[src/rtl/weight_scheduler.sv]
`default_nettype none
// ==========================================================================
// weight_scheduler: streams cfg_len SRAM words from cfg_base, cfg_passes times,
// to the PE array through a 2-entry skid FIFO. Option: WSCHED_PERF_EN (stall_cnt_o).
// Revision: 1.0
// ==========================================================================
module weight_scheduler #(
  parameter int SRAM_DEPTH = 16,
  parameter int K_CHANNELS = 4,
  parameter int INT_WIDTH  = 8,
  parameter int ADDR_W     = $clog2(SRAM_DEPTH),
  parameter int DATA_W     = K_CHANNELS * INT_WIDTH,
  parameter int LEN_W      = ADDR_W + 1,
  parameter int PASS_W     = 16
) (
  input  logic              clk_i,
  input  logic              rst_sync_n_i,
  input  logic              start_i,
  input  logic [ADDR_W-1:0] cfg_base_i,
  input  logic [LEN_W-1:0]  cfg_len_i,
  input  logic [PASS_W-1:0] cfg_passes_i,
  output logic              busy_o,
  output logic              done_o,
  output logic              rd_en_o,
  output logic [ADDR_W-1:0] rd_addr_o,
  input  logic [DATA_W-1:0] rd_data_i,
  output logic              w_valid_o,
  input  logic              w_ready_i,
  output logic [DATA_W-1:0] w_data_o,
  output logic              w_last_o
`ifdef WSCHED_PERF_EN
  ,
  output logic [31:0]       stall_cnt_o
`endif
);

  typedef enum logic [1:0] {
    IDLE  = 2'd0,
    RUN   = 2'd1,
    DRAIN = 2'd2,
    DONE  = 2'd3
  } state_t;

  state_t            state_q;
  logic [ADDR_W-1:0] base_q;
  logic [LEN_W-1:0]  len_q;
  logic [LEN_W-1:0]  word_idx_q;
  logic [PASS_W-1:0] passes_q;
  logic [PASS_W-1:0] pass_idx_q;
  logic              rdv_q;
  logic              rdv_last_q;
  logic [DATA_W-1:0] fifo_data_q [2];
  logic              fifo_last_q [2];
  logic              wr_ptr_q;
  logic              rd_ptr_q;
  logic [1:0]        count_q;
  logic              busy_q;
  logic              done_q;
`ifdef WSCHED_PERF_EN
  logic [31:0]       stall_cnt_q;
`endif

  logic       push;
  logic       pop;
  logic       issue;
  logic       last_word;
  logic       last_pass;
  logic [2:0] occ_d;

  assign push      = rdv_q;
  assign pop       = (count_q != 2'd0) && w_ready_i;
  // Occupancy after this cycle's pop plus the word already in flight; the
  // pop credit is what lets a 2-entry FIFO sustain one word per cycle.
  assign occ_d     = {1'b0, count_q} + {2'b00, rdv_q} - {2'b00, pop};
  assign issue     = (state_q == RUN) && (occ_d < 3'd2);
  assign last_word = (word_idx_q == len_q - LEN_W'(1));
  assign last_pass = (pass_idx_q == passes_q - PASS_W'(1));

  always_ff @(posedge clk_i) begin
    if (!rst_sync_n_i) begin
      state_q        <= IDLE;
      base_q         <= '0;
      len_q          <= '0;
      word_idx_q     <= '0;
      passes_q       <= '0;
      pass_idx_q     <= '0;
      rdv_q          <= 1'b0;
      rdv_last_q     <= 1'b0;
      fifo_data_q[0] <= '0;
      fifo_data_q[1] <= '0;
      fifo_last_q[0] <= 1'b0;
      fifo_last_q[1] <= 1'b0;
      wr_ptr_q       <= 1'b0;
      rd_ptr_q       <= 1'b0;
      count_q        <= 2'd0;
      busy_q         <= 1'b0;
      done_q         <= 1'b0;
`ifdef WSCHED_PERF_EN
      stall_cnt_q    <= '0;
`endif
    end else begin
      done_q     <= 1'b0;
      rdv_q      <= issue;
      rdv_last_q <= issue && last_word;

      if (issue) begin
        if (last_word) begin
          word_idx_q <= '0;
          pass_idx_q <= pass_idx_q + PASS_W'(1);
        end else begin
          word_idx_q <= word_idx_q + LEN_W'(1);
        end
      end

      if (push) begin
        fifo_data_q[wr_ptr_q] <= rd_data_i;
        fifo_last_q[wr_ptr_q] <= rdv_last_q;
        wr_ptr_q              <= ~wr_ptr_q;
      end
      if (pop) begin
        rd_ptr_q <= ~rd_ptr_q;
      end
      count_q <= count_q + {1'b0, push} - {1'b0, pop};

`ifdef WSCHED_PERF_EN
      if (state_q == IDLE && start_i) begin
        stall_cnt_q <= '0;
      end else if (count_q != 2'd0 && !w_ready_i && stall_cnt_q != '1) begin
        stall_cnt_q <= stall_cnt_q + 32'd1;
      end
`endif

      case (state_q)
        IDLE: begin
          if (start_i) begin
            base_q     <= cfg_base_i;
            len_q      <= cfg_len_i;
            passes_q   <= cfg_passes_i;
            word_idx_q <= '0;
            pass_idx_q <= '0;
            busy_q     <= 1'b1;
            if (cfg_len_i == '0 || cfg_passes_i == '0) begin
              state_q <= DONE;
              done_q  <= 1'b1;
            end else begin
              state_q <= RUN;
            end
          end
        end
        RUN: begin
          if (issue && last_word && last_pass) begin
            state_q <= DRAIN;
          end
        end
        DRAIN: begin
          if (!rdv_q && count_q == 2'd1 && pop) begin
            state_q <= DONE;
            done_q  <= 1'b1;
            busy_q  <= 1'b0;
          end
        end
        DONE: begin
          state_q <= IDLE;
          busy_q  <= 1'b0;
        end
        default: state_q <= IDLE;
      endcase
    end
  end

  assign busy_o    = busy_q;
  assign done_o    = done_q;
  assign rd_en_o   = issue;
  assign rd_addr_o = base_q + word_idx_q[ADDR_W-1:0];
  assign w_valid_o = (count_q != 2'd0);
  assign w_data_o  = fifo_data_q[rd_ptr_q];
  assign w_last_o  = fifo_last_q[rd_ptr_q];
`ifdef WSCHED_PERF_EN
  assign stall_cnt_o = stall_cnt_q;
`endif

endmodule
`default_nettype wire

[config.mk]
export PLATFORM = sky130hd
export DESIGN_NAME = weight_scheduler
export DESIGN_NICKNAME = d
export VERILOG_FILES = /design/src/rtl/weight_scheduler.sv
export SDC_FILE = /design/constraint.sdc
export NUM_CORES = 1
export LEC_CHECK = 0
export CAP_MARGIN = 20
export CORE_MARGIN = 4
export CORE_UTILIZATION = 58
export CTS_CLUSTER_DIAMETER = 80
export DETAILED_ROUTE_END_ITERATION = 8
export PLACE_DENSITY = 0.86
export SYNTH_ARGS = -nofsm -noshare
export SYNTH_HDL_FRONTEND = slang
export SYNTH_SLANG_ARGS = --single-unit
[constraint.sdc]
create_clock -name clk_i -period 9.6 [get_ports clk_i]
set_input_delay 1.92 -clock clk_i [delete_from_list [all_inputs] [get_ports clk_i]]
set_output_delay 1.92 -clock clk_i [all_outputs]
set_load 0.02 [all_outputs]
==> flow_summary.ini <==
[status]
status = finished, final reports clean

[timing]
period_needed_ps = 6690
relSlewSlack = 0.259
finalSetupViolCount = 0
fin_setup_tns_ps = 0
min_period_over_period = 0.696
tightest_slew_ps = 1100
slew_viol_final = 0
clock_skew_ps = 6.93
fmax_mhz = 150
grt_setup_unrepaired = no
finalHoldViolCount = 0

[clocking]
clkTransAtPathRegs_ps = 60
root_buffer = clkbuf_8
htreeDepth = 4
cts_sinks = 123
post_cts_buffers = 0
cts_tree = yes
cts_resized = 0
cts_buffers = 17
ctsHoldBuffers = 0
cts_buffer_depth = 2
clk_latency_ps = 510

[worst_setup_path]
rr_worst_depth = 13
crit_path_end_kind = output port
criticalPathCategory = in2out
timing.rr.end = pass_idx_q[15]
crit_path_end = rd_en_o
cp.arrival_ps = 4770
crit_path_max_fanout = 8
critPathLaunchType = input port
r2r_slack_ps = 5820
required_ps = 7680
setup.worst_path.start = w_ready_i
r2r_start = count_q[1]

[power_and_ir_drop]
powerDensity_nw_per_um2 = 240
p_leak_nw = 2.91
p_total_w = 0.00186
vdd_ir_drop_max_mv = 0.142

[global_route]
grt_pass1_wl_um = 21300
antenna_found_initial = 0
grt_usage = 0.225
grt-ovfl-total = 0
grt_max_degree = 46
grt_pass1_vias = 4534

[cells_and_area]
areaGrowthSynthToFinish_pct = 28.2
diodes = 0
n_fill_cell = 669
final_cells = 816
nets = 744
layout_common_cells = clkdlybuf4s50_1, nand2_1, and2_1, edfxtp_1, dfxtp_1
final_common_cell = clkdlybuf4s50_1
drive_above_1_share = 0.118

[routing]
wirelength_um = 13400
antenna_left = 0
drt-initial-drc-count = 236
wire_per_inst_um = 16.4
firstDrtPassIters = 7
viasPerCell = 5.44
drc = 0
vias = 4436

[logic_synthesis]
synth_cells = 568
synth_area_leaders = edfxtp_1, dfxtp_1, and2_1
synth_warnings = 0
syn_nets = 645
synth_top_area_cell = edfxtp_1
ys_seq_elements = 123
synth_top_area_frac = 0.318
synthArstFlopShare = 0
synth_area_sq_um = 6050
ys.flop_type = edfxtp_1
synth_edf_count = 64
seq_area_frac_synth = 0.513
syn_area_per_cell_sq_um = 10.7
synth_cell_type_count = 56

[floorplanning]
die_w_um = 110
ios = 102
start_util = 0.591
die-area_sq_um = 12100
design.core.area_sq_um = 10200
die_height_um = 110
num_rows = 37

[min_path]
min_path_type = reg2reg
min_from = rdv_last_q

[placed_design]
hpwl_um = 9010
port_buffers = 101
placed_cells = 783
gp_congestion = 0.855

[run]
drv_cap = 0
synthesized netlist by cell type (all sizes together), types with 2 or more instances:
| cell | instances |
|---|---|
| mux2 | 33 |
| clkbuf | 26 |
| ha | 14 |
| mux2i | 5 |
| nor2b | 4 |
| nand2 | 73 |
| nor3 | 7 |
| o21ai | 8 |
| and2b | 2 |
| nor4 | 9 |
| nand2b | 3 |
| a21oi | 6 |
| nor2 | 31 |
| or2 | 2 |
| a31oi | 2 |
| and3 | 3 |
| nand4b | 2 |
| nor3b | 3 |
| a22oi | 2 |
| fa | 2 |
| inv | 21 |
| edfxtp | 64 |
| or3 | 2 |
| nand3 | 8 |
| xnor2 | 33 |
| and2 | 72 |
| xor2 | 16 |
| dfxtp | 59 |
| o211ai | 3 |
| a21boi | 26 |
| a211oi | 2 |
| nand4 | 8 |
| a21o | 2 |
report_power, final:
part | switching (W) | internal (W)
registers | 0.0000445 | 0.000619
logic | 0.000290 | 0.000260
clock network | 0.000248 | 0.000401
total | 0.000583 | 0.00128
how the worst min path moves through the flow:
| stage | end | slack, ps | cells past startpoint |
|---|---|---|---|
| 2_1_floorplan | fifo_last_q[1] | 430 | 2 |
| 4_1_cts | fifo_last_q[0] | 470 | 1 |
| 3_3_place_gp | fifo_last_q[1] | 440 | 2 |
| 3_5_place_dp | fifo_last_q[0] | 450 | 1 |
| 6_report | fifo_last_q[0] | 460 | 1 |
| 5_1_grt | fifo_last_q[0] | 480 | 1 |
critical path, cell delays in order:
cell	delay, ps
clkdlybuf4s50_1	420
and2_1	170
ha_1	270
inv_1	40
ha_1	180
fa_1	390
xnor2_1	150
nor3b_2	500
clkdlybuf4s50_1	720
area by class of cell:
class	count	area, sq um	share of cell area
Timing Repair Buffer	107	1060	0.137
Sequential cell	123	3100	0.400
Clock buffer	17	414	0.0534
Multi-Input combinational cell	397	2740	0.353
Inverter	21	78.8	0.0102
Tap cell	136	170	0.0219
Clock inverter	15	190	0.0245
registers in the layout, indices dropped and copies added, names as in the netlist, named ones only:
signal and count:
busy_o 1, word_idx_q 5, state_q 2, wr_ptr_q 1, fifo_data_q 64, push 1, done_o 1, count_q 2
rd_ptr_q 1, passes_q 16, base_q 4, pass_idx_q 16, rdv_last_q 1, len_q 5, fifo_last_q 2
metal layers:
metal | vias up | track usage | share of wire
met2 | 147 | 0.406 | 0.51
met4 | 0 | 0.0677 | 0.016
met5 | - | 0 | 0
met1 | 2115 | 0.270 | 0.41
li1 | 2152 | - | -
met3 | 22 | 0.0489 | 0.059
cells by family after synthesis:
kind of cell               after synthesis  share of synthesized area
adders and majority gates               16                     0.0356
muxes                                   38                     0.0697
AOI/OAI and AO/OA                       59                     0.0689
and+or+nand+nor                        235                      0.207
xor gates and xnor gates                49                     0.0709
DFF                                    123                      0.513
buffers and inverters                   48                     0.0350
stage by stage:
stage	worst slack [ps]	utilization	cell area [sq um]	hold slack [ps]
after floorplan	4070	-	6050	425
after global placement	3000	0.698	7140	438
after detailed placement	2940	0.698	7140	453
after CTS	2930	0.757	7740	468
after global routing	2740	0.758	7760	483
final	2910	0.758	7760	465
No activity file was read; power rests on OpenSTA's default activity.
